`src/rtl/cpu_pkg.sv`:
```
// Shared types and encodings for the pipeline front end.
// IF_PERF_CNT_EN enables the fetch performance counters.
package cpu_pkg;

    localparam logic [1:0] PCSRC_SEQ = 2'b00;
    localparam logic [1:0] PCSRC_BR  = 2'b01;
    localparam logic [1:0] PCSRC_REG = 2'b10;
    localparam logic [1:0] PCSRC_JMP = 2'b11;

    localparam logic [31:0] NOP_INST = 32'h0000_0000;

    typedef enum logic [1:0] {
        IDLE,
        FETCH,
        DROP
    } if_state_t;

    typedef struct packed {
        logic [31:0] pc4;
        logic [31:0] inst;
    } if_id_t;

    function automatic logic [31:0] word_align(input logic [31:0] a);
        return {a[31:2], 2'b00};
    endfunction

endpackage

```
`src/rtl/if_fifo.sv`:
```
// Prefetch FIFO of {pc4, inst} entries between imem and IF/ID.
// Flush wins over push and pop; DEPTH must be a power of two.
module if_fifo
    import cpu_pkg::*;
#(
    parameter int DEPTH = 4,
    localparam int AW = $clog2(DEPTH)
) (
    input  logic          clk,
    input  logic          clrn,
    input  logic          push,
    input  logic          pop,
    input  logic          flush,
    input  logic [63:0]   wdata,
    output logic [63:0]   rdata,
    output logic          full,
    output logic          empty,
    output logic [AW:0]   count
);

    logic [63:0]   mem [DEPTH];
    logic [AW-1:0] rd_ptr;
    logic [AW-1:0] wr_ptr;
    logic [AW:0]   cnt;
    logic          do_push;
    logic          do_pop;

    assign full    = (cnt == (AW + 1)'(DEPTH));
    assign empty   = (cnt == '0);
    assign count   = cnt;
    assign do_push = push && !flush;
    assign do_pop  = pop && !flush && !empty;
    assign rdata   = mem[rd_ptr];

    always_ff @(posedge clk or negedge clrn) begin
        if (!clrn) begin
            rd_ptr <= '0;
            wr_ptr <= '0;
            cnt    <= '0;
        end else if (flush) begin
            rd_ptr <= '0;
            wr_ptr <= '0;
            cnt    <= '0;
        end else begin
            if (do_push)
                wr_ptr <= wr_ptr + 1'b1;
            if (do_pop)
                rd_ptr <= rd_ptr + 1'b1;
            cnt <= cnt + (AW + 1)'(do_push) - (AW + 1)'(do_pop);
        end
    end

    always_ff @(posedge clk) begin
        if (do_push)
            mem[wr_ptr] <= wdata;
    end

    // The fetch FSM never pushes into a full FIFO unless a pop frees a slot.
    ovf_chk: assert property (
        @(posedge clk) disable iff (!clrn)
        !(push && full && !pop && !flush)
    );

endmodule

```
`src/rtl/instruction_fetch.sv`:
```
// Instruction fetch stage: imem req/ack port, prefetch FIFO, IF/ID register.
// Define IF_PERF_CNT_EN to add fetch_cnt/bubble_cnt outputs.
module instruction_fetch
    import cpu_pkg::*;
#(
    parameter logic [31:0] RESET_PC   = 32'h0000_0000,
    parameter int          FIFO_DEPTH = 4
) (
    input  logic        clk,
    input  logic        clrn,
    input  logic        stall_en,
    input  logic [1:0]  pcsource,
    input  logic [31:0] bpc,
    input  logic [31:0] jpc,
    input  logic [31:0] ra,
    output logic        imem_req,
    output logic [31:0] imem_addr,
    input  logic        imem_ack,
    input  logic [31:0] imem_rdata,
    output logic [31:0] pc4,
    output logic [31:0] inst,
    output logic        if_valid
`ifdef IF_PERF_CNT_EN
    ,
    output logic [31:0] fetch_cnt,
    output logic [31:0] bubble_cnt
`endif
);

    localparam int          CW         = $clog2(FIFO_DEPTH) + 1;
    localparam logic [31:0] RESET_ADDR = word_align(RESET_PC);

    if_state_t   state;
    if_state_t   state_nxt;
    logic [31:0] fetch_pc;
    logic [31:0] fetch_pc_nxt;
    logic [31:0] drop_addr;
    logic [31:0] drop_addr_nxt;
    logic [31:0] target_raw;
    logic [31:0] target;
    logic        redirect;
    logic        push;
    logic        pop;
    logic        full;
    logic        empty;
    logic [CW-1:0] count;
    logic        fill_last;
    logic        room;
    logic [63:0] head;
    logic [63:0] push_data;
    if_id_t      head_s;

    assign redirect = (pcsource != PCSRC_SEQ) && !stall_en;

    always_comb begin
        target_raw = jpc;
        unique case (1'b1)
            pcsource == PCSRC_BR:  target_raw = bpc;
            pcsource == PCSRC_REG: target_raw = ra;
            default:               target_raw = jpc;
        endcase
    end

    assign target = word_align(target_raw);

    assign pop       = !stall_en && !redirect && !empty;
    assign fill_last = (count == CW'(FIFO_DEPTH - 1)) && !pop;
    // Room is judged on next-cycle occupancy so a drain restarts fetch at once.
    assign room      = redirect || pop || !full;
    assign push_data = {fetch_pc + 32'd4, imem_rdata};
    assign head_s    = if_id_t'(head);

    always_comb begin
        state_nxt     = state;
        fetch_pc_nxt  = fetch_pc;
        drop_addr_nxt = drop_addr;
        push          = 1'b0;
        imem_req      = 1'b0;
        imem_addr     = fetch_pc;
        unique case (state)
            IDLE: begin
                if (redirect)
                    fetch_pc_nxt = target;
                if (room)
                    state_nxt = FETCH;
            end
            FETCH: begin
                imem_req = 1'b1;
                if (imem_ack && redirect) begin
                    fetch_pc_nxt = target;
                end else if (imem_ack) begin
                    push         = 1'b1;
                    fetch_pc_nxt = fetch_pc + 32'd4;
                    if (fill_last)
                        state_nxt = IDLE;
                end else if (redirect) begin
                    state_nxt     = DROP;
                    drop_addr_nxt = fetch_pc;
                    fetch_pc_nxt  = target;
                end
            end
            DROP: begin
                imem_req  = 1'b1;
                imem_addr = drop_addr;
                if (redirect)
                    fetch_pc_nxt = target;
                if (imem_ack)
                    state_nxt = FETCH;
            end
            default: state_nxt = IDLE;
        endcase
    end

    always_ff @(posedge clk or negedge clrn) begin
        if (!clrn) begin
            state     <= IDLE;
            fetch_pc  <= RESET_ADDR;
            drop_addr <= RESET_ADDR;
        end else begin
            state     <= state_nxt;
            fetch_pc  <= fetch_pc_nxt;
            drop_addr <= drop_addr_nxt;
        end
    end

    if_fifo #(
        .DEPTH (FIFO_DEPTH)
    ) u_fifo (
        .clk   (clk),
        .clrn  (clrn),
        .push  (push),
        .pop   (pop),
        .flush (redirect),
        .wdata (push_data),
        .rdata (head),
        .full  (full),
        .empty (empty),
        .count (count)
    );

    always_ff @(posedge clk or negedge clrn) begin
        if (!clrn) begin
            pc4      <= '0;
            inst     <= NOP_INST;
            if_valid <= 1'b0;
        end else if (!stall_en) begin
            if (pop) begin
                pc4      <= head_s.pc4;
                inst     <= head_s.inst;
                if_valid <= 1'b1;
            end else begin
                pc4      <= '0;
                inst     <= NOP_INST;
                if_valid <= 1'b0;
            end
        end
    end

`ifdef IF_PERF_CNT_EN
    always_ff @(posedge clk or negedge clrn) begin
        if (!clrn) begin
            fetch_cnt  <= '0;
            bubble_cnt <= '0;
        end else begin
            if (push)
                fetch_cnt <= fetch_cnt + 32'd1;
            if (!stall_en && !pop)
                bubble_cnt <= bubble_cnt + 32'd1;
        end
    end
`endif

endmodule
```
`config.mk`:
```
export PLATFORM = sky130hd
export DESIGN_NAME = instruction_fetch
export DESIGN_NICKNAME = d
export VERILOG_FILES = /design/src/rtl/cpu_pkg.sv /design/src/rtl/if_fifo.sv /design/src/rtl/instruction_fetch.sv
export SDC_FILE = /design/constraint.sdc
export NUM_CORES = 1
export LEC_CHECK = 0
export ABC_AREA = 1
export CORE_MARGIN = 5
export CORE_UTILIZATION = 50
export DETAILED_ROUTE_END_ITERATION = 10
export GPL_TIMING_DRIVEN = 0
export PLACE_DENSITY = 0.77
export SLEW_MARGIN = 20
export SYNTH_ARGS = -nofsm -noshare
export SYNTH_HDL_FRONTEND = slang
export SYNTH_HIERARCHICAL = 1
export SYNTH_SLANG_ARGS = --single-unit
```
`constraint.sdc`:
```
create_clock -name clk -period 4.35 [get_ports clk]
set_input_delay 0.87 -clock clk [delete_from_list [all_inputs] [get_ports clk]]
set_output_delay 0.87 -clock clk [all_outputs]
set_load 0.03 [all_outputs]
```
# == After elaboration in Yosys (flattened, before gate mapping) ==
# Memories as Yosys holds them, arrays and structs flattened.
# Cells that the tools add are included.
# classes
mux,27
n_reduce_logical,25
order_cmp,0
bitwise,2
n_div,0
shift,0
eq_ne,11
add_sub_neg,5
n_mul,0
# ops
cell,count
2-to-1 mux 32 bit,6
case mux 32 bit (2 select lines),2
"adder 32 x 3 -> 32 bit, second input constant",1
2-to-1 mux 2 bit,10
logical AND 1 bit,8
nonzero test 2 bit,4
2-to-1 mux 1 bit,7
"inequality test 2 bit, second input constant",3
"inequality test 3 bit, second input constant",2
case mux 2 bit (3 select lines),1
zero test 1 bit,5
AND reduction 5 bit,1
"adder 2 x 1 -> 2 bit, second input constant",2
"== test 2 x 1 -> 1 bit, second input constant",2
"== test 2 bit, second input constant",2
AND reduction 4 bit,1
OR reduction 2 bit,2
adder 3 x 1 -> 3 bit,1
"== test 3 x 2 -> 1 bit, second input constant",1
"== test 3 bit, second input constant",1
zero test 3 bit,1
2-to-1 mux 3 bit,1
subtractor 3 x 1 -> 3 bit,1
zero test 2 bit,1
other kinds (2),4
# totals
in_bits,134
ff_bits,138
romBits,0
n_memories,1
latch_bits,0
mem_bits_rw,256
# mem_list
name,words,width,rd,rd_clocked_by_memory_dff,write_ports,line,text
u_fifo.mem,4,64,1,0,1,if_fifo.sv:21,logic [63:0] mem [DEPTH];

# == Depth between registers and ports, before layout ==
# logic_depth
ltp_word,11
mapped_depth,19

# == Hierarchy ==
# Netlist, hierarchy kept.
# by_module_without_submodules
mod,cells_per_inst,area_each_um2,n_inst
if_fifo,747,10169.8,1
instruction_fetch,884,7106.8,1

# == Least setup slack after synthesis ==
# No wires, ideal clock.
# synth_timing
path_type,input -> register
start,input pcsource[0]
end,"memory u_fifo.mem[0][0], enable pin"
n_path_buf,1
t_required_ns,3.863
cell_stages,7
slack_ns,-0.636
t_arrival_ns,4.499
path_cell_list,inv_1 > ha_1 > nor2_4 > buf_2 > nor3_1 > nand2_1 > nor2_1
# synth_via
elab_chain_len,8
word_cells_on_any_way,9
classes_between,4 x mux; 5 x reduce/logical
# synth_rtl
element,line,text
start: declaration,instruction_fetch.sv:12,"input logic [1:0] pcsource,"
nonzero test 2 bit,instruction_fetch.sv:53,assign redirect = (pcsource != PCSRC_SEQ) && !stall_en;
logical AND 1 bit,instruction_fetch.sv:53,
net redirect,instruction_fetch.sv:41,logic redirect;
logical AND 1 bit,instruction_fetch.sv:89,if (imem_ack && redirect) begin
2-to-1 mux 1 bit,instruction_fetch.sv:89,
2-to-1 mux 1 bit,instruction_fetch.sv:80,unique case (state)
net push,instruction_fetch.sv:42,logic push;
logical AND 1 bit,if_fifo.sv:31,assign do_push = push && !flush;
2-to-1 mux 1 bit,if_fifo.sv:54,if (do_push)
2-to-1 mux 1 bit (not written as such),if_fifo.sv:55,mem[wr_ptr] <= wdata;
end: declaration,if_fifo.sv:21,
# The timed path passes the listed nets, and every way through them passes these cells.

# == Worst setup path in the final report ==
# layout_timing
start,register state[0]
end,output imem_addr[29]
# layout_via
elab_chain_len,2
# layout_rtl
element,line,text
start: declaration,instruction_fetch.sv:33,if_state_t state;
start signal: assignment,instruction_fetch.sv:120,state <= state_nxt;
== test 2 bit,instruction_fetch.sv:80,
2-to-1 mux 32 bit,instruction_fetch.sv:80,
end: declaration,instruction_fetch.sv:17,"output logic [31:0] imem_addr,"
# No other way between the ends.

==> impl_metrics.yaml <==
cts:
  post_cts_buffers: 0
  cts_tree: "done"
  cts_made_buffers: 40
  cts_resized: 0
  clk_path_buf_depth: 3
  cts_sinks: 394
  cts_root_buf: "clkbuf_16"
  clkLatencyLatePin_ps: 540
  path_clk_slew_ps: 60
  holdBufCountCts: 0
  h-tree-depth: 2
timing:
  post-route-period-util: 0.924
  rsz0062_at_grt: "no"
  clock.fmax_mhz: 249
  relSlewSlack: 0.518
  whs_ps: 291
  hold_violations: 0
  fin_skew_ps: 17.1
  finalWorstSetupSlack_ps: 332
  post-route-min-period_ps: 4020
  setup_viol: 0
  tns_ps: 0
  tightest_slew_ps: 721
  finalMaxSlewViolations: 0
synthesis:
  synth_edf_count: 256
  ys.flop_type: "edfxtp_1"
  synth_area_um2: 17300
  syn_nets: 1780
  avgSynthCellArea_um2: 10.6
  synth-seq-area-share: 0.645
  synth_seq_cells: 394
  synthArstFlopShare: 0.350
  synth_cells: 1631
  yosysWarnings: 6
  yosysUniqueCellTypes: 37
setup_path:
  path_delay_family: "buffers and inverters"
  worst-endpoint-arrival_ps: 3150
  crit_chain: "inv_1 -> ha_1 -> clkbuf_1 -> clkbuf_1 -> nand2_1 -> o21ai_0 -> clkdlybuf4s50_1"
  r2r_slack_ps: 1000
  path_buf_inv: 4
  crit_path_max_fanout: 10
  crit_path_end_kind: "output port"
  start_kind: "flip-flop"
  path_common_cell: "clkbuf_1"
  slowest_delay_ps: 730
  cpMaxStageDelayCell: "clkdlybuf4s50_1"
  worstPathRequired_ps: 3480
  critPathKind: "flip-flop to output port"
floorplanning:
  fp.dieH_um: 196
  die_width_um: 196
  coreArea_um2: 34300
  initial_core_util: 0.504
  die-area_um2: 38400
  num_rows: 68
  num_io_pins: 232
detailed_routing:
  viasPerCell: 5.58
  drt-initial-drc-count: 1156
  routed_wl_um: 47900
  wl_per_cell_um: 20.0
  remaining_drc_errors: 0
  vias: 13400
  ant_nets: 0
  first_pass_iters: 5
global_route:
  overflow: 0
  grt_pass1_wl_um: 73800
  track_usage: 0.244
  antenna_found_initial: 1
  grt_pass1_vias: 13300
  grt_max_degree: 71
run:
  cap_viol_max_count: 0
place:
  portBuffers: 225
  post-place-ws_ps: -40.3
  place_congestion: 0.911
  dp_hpwl_um: 34400
layout:
  drive_gt1_frac: 0.0942
  area_growth_pct: 26.2
  diodes: 0
  num-nets-final: 2060
power_and_ir_drop:
  ir_drop_mv: 0.573
  power_density_nw_per_um2: 522
  p_leak_nw: 8.46
status:
  outcome: "complete, no violations"
worst_hold_path:
  hold_path.class: "input pin to async pin"
==> area by class of cell <==
cell class	count	area, µm²
Buffer	93	543
Clock buffer	55	1160
Clock inverter	19	164
Fill cell	2564	12500
Inverter	80	303
Multi-Input combinational cell	1064	5320
Sequential cell	394	11100
Tap cell	455	569
Timing Repair Buffer	238	2610
==> stage by stage <==
stage	total power, mW	instances	instance area [µm²]	util
floorplan	6.69	1631	17300	-
global placement	7.93	2311	20100	0.586
detailed placement	8.03	2324	20500	0.597
CTS	11.4	2398	21800	0.636
global route	11.9	2398	21800	0.636
finish	11.4	2398	21800	0.636
==> state kept, by name (all words and copies together), names as in the netlist <==
signal         count
u_fifo/mem       256
u_fifo/count       3
pc4               32
inst              32
if_valid           1
u_fifo/rd_ptr      2
drop_addr         32
state              2
fetch_pc          32
u_fifo/wr_ptr      2
==> synthesized netlist by cell type, types with 3 or more instances <==
master | count | area share
buf_1 | 3 | 0.00065
o21ai_1 | 108 | 0.031
buf_2 | 32 | 0.0093
xor2_1 | 7 | 0.0035
nand2_2 | 11 | 0.0040
clkbuf_1 | 34 | 0.0074
dfrtp_1 | 138 | 0.20
o21ai_0 | 211 | 0.061
nand3_1 | 31 | 0.0090
nor2_1 | 253 | 0.055
a21oi_2 | 3 | 0.0015
buf_6 | 17 | 0.011
edfxtp_1 | 256 | 0.44
nand3_2 | 5 | 0.0029
inv_1 | 74 | 0.016
a31o_2 | 5 | 0.0025
a21oi_1 | 46 | 0.013
nand2_1 | 254 | 0.055
a22o_1 | 64 | 0.032
ha_1 | 14 | 0.010
buf_4 | 7 | 0.0030
inv_2 | 5 | 0.0011
nor2_2 | 6 | 0.0022
and2_1 | 11 | 0.0040
nor2_4 | 7 | 0.0046
a211oi_1 | 13 | 0.0056
==> routing by layer <==
metal / part of all wire / track usage / wire, µm / vias to the layer above
li1: - / - / - / 6219
met1: 0.40 / 0.321 / 19200 / 6419
met2: 0.49 / 0.415 / 23400 / 660
met3: 0.086 / 0.0517 / 4130 / 83
met4: 0.024 / 0.0665 / 1170 / 2
met5: 0.00027 / 0 / 13 / -
==> worst paths after layout <==
kind | start | endpoint | cells after the start
max | state[0] | imem_addr[29] | 7
min reg2reg | drop_addr[23] | drop_addr[23] | 2
max reg2reg | u_fifo/count[1] | u_fifo/count[2] | 19
min in group clk | drop_addr[23] | drop_addr[23] | 2
min | clrn | inst[27] | 1
max in group asynchronous | clrn | fetch_pc[21] | 2
==> worst reg2reg max path, cell delays in order, from the launching register on <==
cell	delay, ps
dfrtp_1	440
nor2_1	70
nand2_1	190
inv_1	60
inv_1	60
nand3_1	190
inv_1	160
clkbuf_1	460
inv_1	130
nor2_1	210
nand2_1	130
inv_1	110
ha_1	230
inv_1	70
ha_1	140
inv_1	50
fa_1	370
nand2_1	80
nand2_1	40
nor2_1	110
==> cells by family (layout without fill, tap and decap cells) <==
kind of cell	count (synthesis)	in the layout	share of synthesized area
AND/OR/NAND/NOR	585	585	0.141
XOR/XNOR	7	7	0.00355
buffers and inverters	173	485	0.0490
adder cells (fa/ha/maj)	15	15	0.0113
flip-flops	394	394	0.645
AO/OA/AOI/OAI	457	457	0.151
==> power by group <==
part	leakage, nW	switching, mW	internal [mW]	total [mW]
registers	4.15	0.321	4.60	4.92
logic	3.65	2.02	1.05	3.07
clock network	0.652	1.40	2.00	3.40
total	8.46	3.75	7.65	11.4
==> layout by cell type (no fill, tap or decap), types with 6 or more instances in the layout <==
master and instances:
nor2_4 11, buf_4 7, clkinv_2 7, and2_1 11
nand2_1 254, nand3_1 31, buf_2 32, inv_1 74
nor2_1 249, buf_16 12, o21ai_1 108, clkbuf_1 41
a21oi_1 46, clkbuf_8 6, nand2_2 11, o21ai_0 211
xor2_1 7, clkbuf_16 42, a22o_1 64, dfrtp_1 138
a211oi_1 13, nor2_2 6, ha_1 14, buf_6 17
clkdlybuf4s50_1 224, edfxtp_1 256
(Power assumes the default switching activity.)
